$ cat src/rtl/dmem_bridge_if.sv
// dmem_bridge_if: valid/ready memory bus between the data bridge (master) and memory (slave).
interface dmem_bridge_if #(parameter int XLEN = 32);
  logic              req_v;
  logic              req_rdy;
  logic [XLEN-1:0]   adr;
  logic              we;
  logic [XLEN/8-1:0] be;
  logic [XLEN-1:0]   wdata;
  logic              rsp_v;
  logic [XLEN-1:0]   rdata;
  logic              err;
  modport master (output req_v, adr, we, be, wdata, input req_rdy, rsp_v, rdata, err);
  modport slave (input req_v, adr, we, be, wdata, output req_rdy, rsp_v, rdata, err);
endinterface

$ cat src/rtl/dmem_bridge.sv
// dmem_bridge: core load/store port to valid/ready bus bridge, one access in flight.
// Define DMEM_TIMEOUT_EN to add a wait-for-response watchdog of TIMEOUT_CYC cycles.
module dmem_bridge #(
  parameter int XLEN = 32
`ifdef DMEM_TIMEOUT_EN
  , parameter int TIMEOUT_CYC = 255
`endif
) (
  input  logic              clk,
  input  logic              reset_n,
  input  logic              adr_v_i,
  input  logic [XLEN-1:0]   adr_i,
  input  logic              is_store_i,
  input  logic [XLEN-1:0]   store_data_i,
  input  logic [2:0]        access_size_i,
  output logic              stall_o,
  output logic [XLEN-1:0]   load_data_o,
  output logic              err_o,
  dmem_bridge_if.master     bus
);
  localparam int NB = XLEN / 8;
  typedef enum logic [1:0] {S_IDLE, S_REQ, S_WAIT, S_DONE} state_t;
  state_t state, state_n;
  logic [1:0] a_q, sz_q;
  logic legal, start, timeout;
  logic [NB-1:0] be_n;
  logic [XLEN-1:0] lane, rdata_n;
  always_comb begin
    legal = (access_size_i == 3'b000) |
            (access_size_i == 3'b001 & ~adr_i[0]) |
            (access_size_i == 3'b010 & adr_i[1:0] == 2'b00);
    start = state == S_IDLE & adr_v_i;
    be_n = access_size_i[1:0] == 2'b00 ? NB'(1) << adr_i[1:0] :
           access_size_i[1:0] == 2'b01 ? NB'(3) << adr_i[1:0] : '1;
    lane = bus.rdata >> {a_q, 3'b000};
    rdata_n = bus.we ? '0 :
              sz_q == 2'b00 ? {{(XLEN-8){1'b0}}, lane[7:0]} :
              sz_q == 2'b01 ? {{(XLEN-16){1'b0}}, lane[15:0]} : lane;
    stall_o = start | state == S_REQ | state == S_WAIT;
  end
`ifdef DMEM_TIMEOUT_EN
  logic [7:0] cnt;
  always_ff @(posedge clk)
    cnt <= (!reset_n || state != S_WAIT) ? 8'd0 : cnt + 8'd1;
  assign timeout = state == S_WAIT & ~bus.rsp_v & cnt == 8'(TIMEOUT_CYC - 1);
`else
  assign timeout = 1'b0;
`endif
  always_ff @(posedge clk)
    state <= !reset_n ? S_IDLE : state_n;
  always_comb begin
    state_n = state;
    case (state)
      S_IDLE:  state_n = adr_v_i ? (legal ? S_REQ : S_DONE) : S_IDLE;
      S_REQ:   state_n = bus.req_rdy ? S_WAIT : S_REQ;
      S_WAIT:  state_n = (bus.rsp_v | timeout) ? S_DONE : S_WAIT;
      default: state_n = S_IDLE;
    endcase
  end
  always_ff @(posedge clk) begin
    if (!reset_n) begin
      bus.req_v   <= 1'b0;
      bus.we      <= 1'b0;
      bus.be      <= '0;
      bus.adr     <= '0;
      bus.wdata   <= '0;
      load_data_o <= '0;
      err_o       <= 1'b0;
      a_q         <= '0;
      sz_q        <= '0;
    end else begin
      if (start & legal) begin
        bus.req_v <= 1'b1;
        bus.we    <= is_store_i;
        bus.be    <= be_n;
        bus.adr   <= {adr_i[XLEN-1:2], 2'b00};
        bus.wdata <= store_data_i << {adr_i[1:0], 3'b000};
        a_q       <= adr_i[1:0];
        sz_q      <= access_size_i[1:0];
      end
      if (start & ~legal) begin
        err_o       <= 1'b1;
        load_data_o <= '0;
      end
      if (state == S_REQ & bus.req_rdy) bus.req_v <= 1'b0;
      if (state == S_WAIT & bus.rsp_v) begin
        load_data_o <= rdata_n;
        err_o       <= bus.err;
      end else if (timeout) begin
        load_data_o <= '0;
        err_o       <= 1'b1;
      end
    end
  end
endmodule
$ cat src/flat_wrapper.sv
// flat-port wrapper written by rule: the top's interface ports become plain ports
module dmem_bridge_flat 
#(
  parameter int XLEN = 32

)
  (clk, reset_n, adr_v_i, adr_i, is_store_i, store_data_i, access_size_i, stall_o, load_data_o, err_o, bus_req_v, bus_adr, bus_we, bus_be, bus_wdata, bus_req_rdy, bus_rsp_v, bus_rdata, bus_err);
  dmem_bridge_if #(.XLEN(XLEN)) bus_i ();
  input  logic clk;
  input  logic reset_n;
  input  logic adr_v_i;
  input  logic [XLEN-1:0] adr_i;
  input  logic is_store_i;
  input  logic [XLEN-1:0] store_data_i;
  input  logic [2:0] access_size_i;
  output logic stall_o;
  output logic [XLEN-1:0] load_data_o;
  output logic err_o;
  output wire logic [$bits(bus_i.req_v)-1:0] bus_req_v;
  output wire logic [$bits(bus_i.adr)-1:0] bus_adr;
  output wire logic [$bits(bus_i.we)-1:0] bus_we;
  output wire logic [$bits(bus_i.be)-1:0] bus_be;
  output wire logic [$bits(bus_i.wdata)-1:0] bus_wdata;
  input wire logic [$bits(bus_i.req_rdy)-1:0] bus_req_rdy;
  input wire logic [$bits(bus_i.rsp_v)-1:0] bus_rsp_v;
  input wire logic [$bits(bus_i.rdata)-1:0] bus_rdata;
  input wire logic [$bits(bus_i.err)-1:0] bus_err;
  assign bus_req_v = bus_i.req_v;
  assign bus_adr = bus_i.adr;
  assign bus_we = bus_i.we;
  assign bus_be = bus_i.be;
  assign bus_wdata = bus_i.wdata;
  assign bus_i.req_rdy = bus_req_rdy;
  assign bus_i.rsp_v = bus_rsp_v;
  assign bus_i.rdata = bus_rdata;
  assign bus_i.err = bus_err;
  dmem_bridge #(.XLEN(XLEN)) u_core (.clk(clk), .reset_n(reset_n), .adr_v_i(adr_v_i), .adr_i(adr_i), .is_store_i(is_store_i), .store_data_i(store_data_i), .access_size_i(access_size_i), .stall_o(stall_o), .load_data_o(load_data_o), .err_o(err_o), .bus(bus_i));
endmodule
$ cat config.mk
export PLATFORM = sky130hd
export DESIGN_NAME = dmem_bridge_flat
export DESIGN_NICKNAME = d
export VERILOG_FILES = /design/src/rtl/dmem_bridge_if.sv /design/src/rtl/dmem_bridge.sv /design/src/flat_wrapper.sv
export SDC_FILE = /design/constraint.sdc
export NUM_CORES = 1
export LEC_CHECK = 0
export CAP_MARGIN = 20
export CORE_UTILIZATION = 47
export DETAILED_ROUTE_END_ITERATION = 8
export GPL_TIMING_DRIVEN = 0
export HOLD_SLACK_MARGIN = 0.06
export PLACE_DENSITY = 0.86
export SYNTH_ARGS = -nofsm -noshare
export SYNTH_HDL_FRONTEND = slang
export SYNTH_SLANG_ARGS = --single-unit
$ cat constraint.sdc
create_clock -name clk -period 4 [get_ports clk]
set_clock_uncertainty 0.1 [all_clocks]
set_input_delay 0.6 -clock clk [delete_from_list [all_inputs] [get_ports clk]]
set_output_delay 0.6 -clock clk [all_outputs]
set_load 0.005 [all_outputs]
==> reports/qor.csv <==
metric,value,unit
"critical path fanouts, max",10,
Flop pwr share,0.490,
Final ANT Viol Nets,0,
CTS tree,built,
Die X-Extent,107.3,µm
Final Util,0.7073,
period utilisation layout,0.8174,
Rows,38,
Clock transition at path regs,0.10,ns
CTS Buf Count,9,
Max Fclk,305.8,MHz
Initial DRC Count,321,
Initial Util,0.4805,
share of cells above drive strength 1,0.1080,
Sw Ratio,0.2760,
die area,11510,µm²
sw power,0.6340,mW
dominant cell type by area after synthesis,dfxtp_1,
Core ar.,10840,µm²
Layout area overhead,47.20,%
total vias in the final route,4979,
ANT cells,0,
Post-route DRC,0,
RSZ-0062 raised after global routing,no,
"Hold-fix buffers, CTS",0,
Final min period,3.270,ns
combinational share of power,0.201,
Total Routing Usage GR,0.2778,
worst skew pair latency,0.36,ns
CTS H-tree lvls,3,
"EDFF count, synth",0,
post-synthesis sequential area ratio,0.4112,
maxcap violations,0,
fin nets,864,
Worst-Margin Slew,0.9517,ns
Synth Flop Type,dfxtp_1,
clock power share,0.309,
WL/cell,17.90,µm
worst hold path class,flop to flop,
CP endpoint kind,flop,
vias in the first global route,4958,
leak pwr,2.754,nW
Synth top area share,0.4112,
synthesized area,5209,µm²
PD cells,299.6,nW/µm²
cell internal pwr,1.663,mW
critical path type,input pin to flop,
#FFs+latches synth,107,
number of library cell types mapped by synthesis,45,
clock tree buffer depth,2,
Setup Viol. Count Final,0,
grt ovf,0,
TNS Setup,0,ns
post-DP HPWL,12490,µm
Yosys warning total,0,
post-route insts no fill,899,
Sink Count,107,
# Post-CTS Setup Buffers,0,
global placer's final weighted congestion,0.9048,
Syn Area/Cell,9.718,µm²
Pre-antenna DRT Iters,5,
CP Launch Type,input pin,
initial antenna violation count,0,
Crit path arrival time,3.47,ns
async set-or-reset flop fraction in the synthesized netlist,0,
Root Buffer,clkbuf_8,
first-pass GRT wire length,25150,µm
Slew Limit Fails,0,
peak supply drop,0.1651,mV
Rel. slew slack,0.3607,
total I/O pin count,210,
dpl cells,883,
total routed wirelength,16090,µm
Synth Instances,536,
run status,"finished, final reports clean",
I/O Buffers,206,
final hold viol count,0,
post-CTS sizing,0,
Synth area leaders,"dfxtp_1 41%, mux2i_1 14%, nand2_1 8.3%",
Die Span Y,107.3,µm
Via-to-Cell Ratio,5.538,
CP Data Required Time,4.20,ns
largest net degree at the start of global routing,21,
-- through the flow --
stage	instance area, µm²	worst slack (ns)	hold slack (ns)	power [mW]
global route	7667	0.5691	0.3858	2.397
floorplan	5213	1.237	0.3347	1.359
global placement	7450	0.4931	0.3404	1.592
detailed placement	7450	0.4198	0.3463	1.604
finish	7667	0.7303	0.3642	2.297
CTS	7667	0.8039	0.3673	2.303
-- synthesized netlist by cell type, types with 2 or more instances --
cell / instances
a211o_1: 9
a21oi_1: 3
a22o_1: 16
a22oi_1: 8
a32o_1: 8
buf_1: 8
buf_2: 12
buf_4: 4
buf_6: 6
clkbuf_1: 20
dfxtp_1: 107
ha_1: 4
inv_1: 11
mux2_2: 18
mux2i_1: 72
mux4_2: 8
nand2_1: 115
nand2b_1: 2
nand3_1: 16
nand4_1: 16
nor2_1: 2
nor2b_1: 14
nor3_1: 2
o211ai_1: 6
o211ai_2: 10
o21ai_0: 5
o2bb2ai_1: 16
-- metal layers --
layer | part of all wire | track usage | vias to the layer above | wire [µm]
met5 | 0 | 0 | - | 0
met4 | 0.023 | 0.08708 | 0 | 369
met3 | 0.060 | 0.04722 | 28 | 965
met2 | 0.49 | 0.4747 | 185 | 7916
met1 | 0.43 | 0.3564 | 2405 | 6840
li1 | - | - | 2361 | -
-- power groups by stage --
stage          registers [mW]  clock network (mW)  logic [mW]
5_1_grt                  1.13               0.775       0.494
2_1_floorplan            1.15                   0       0.211
6_report                 1.12               0.711       0.462
3_5_place_dp             1.15                   0       0.456
3_3_place_gp             1.15                   0       0.445
4_1_cts                  1.12               0.719       0.459
-- cells by family after synthesis --
| family | synth area share |
|---|---|
| AO/OA/AOI/OAI | 0.1521 |
| adder cells (fa/ha/maj) | 0.009609 |
| buffers and inverters | 0.05909 |
| flip-flops | 0.4112 |
| multiplexers | 0.2119 |
| other | 0.0007199 |
| AND/OR/NAND/NOR | 0.1554 |
-- worst max-delay path, stage by stage --
cell and delay, ns:
clkdlybuf4s50_1 0.57, buf_2 0.33, buf_2 0.31, buf_2 0.28
inv_1 0.09, ha_1 0.22, or3b_4 0.26, buf_6 0.14
clkbuf_1 0.35, nand4_1 0.20, o211ai_2 0.11
-- flip-flops by register name, summed over array words and instances, names as in the netlist --
register	cells
u_core.sz_q	2
u_core.bus.we	1
u_core.bus.wdata	32
u_core.bus.req_v	1
u_core.bus.be	4
u_core.state	2
u_core.load_data_o	32
u_core.bus.adr	30
u_core.a_q	2
u_core.err_o	1
-- path summary, 6_finish.rpt --
kind	end	depth (start not counted)	slack, ns	start
hold reg to reg	u_core.bus.adr[4]$_SDFFE_PN0P_	2	0.36	u_core.bus.adr[4]$_SDFFE_PN0P_
setup / recovery	u_core.bus.wdata[16]$_SDFFE_PN0P_	11	0.73	adr_i[0]
setup reg to reg	u_core.load_data_o[7]$_SDFFE_PN0P_	6	1.91	u_core.a_q[0]$_SDFFE_PN0P_
hold / removal	u_core.bus.adr[4]$_SDFFE_PN0P_	2	0.36	u_core.bus.adr[4]$_SDFFE_PN0P_
-- area by class of cell --
| cell class | instances | area [µm²] |
|---|---|---|
| repair buffers | 206 | 2062 |
| inverters | 12 | 45.04 |
| well taps | 140 | 175.2 |
| clock buffers | 9 | 123.9 |
| flip-flops and latches | 107 | 2142 |
| plain buffers | 50 | 262.8 |
| clock inverters | 7 | 93.84 |
| multi-input cells | 368 | 2763 |
| fillers | 842 | 3173 |
-- cells in the final DEF, fill, tap and decap left out, types with 2 or more instances in the layout --
master	instances
o2bb2ai_1	16
mux4_2	8
a22oi_1	8
buf_6	6
o211ai_1	6
buf_4	4
mux2_2	18
ha_1	4
dfxtp_1	107
nand2_1	115
nor2b_1	14
conb_1	2
nand4_1	16
nor3_1	2
a22o_1	16
a21oi_1	3
a211o_1	9
nor2_1	2
buf_1	8
buf_2	12
inv_8	2
o21ai_0	5
nand2b_1	2
clkbuf_1	20
nand3_1	16
mux2i_1	72
a32o_1	8
o211ai_2	10
clkdlybuf4s50_1	206
inv_1	11
clkbuf_8	9
Power figures use the tool's default switching activity.
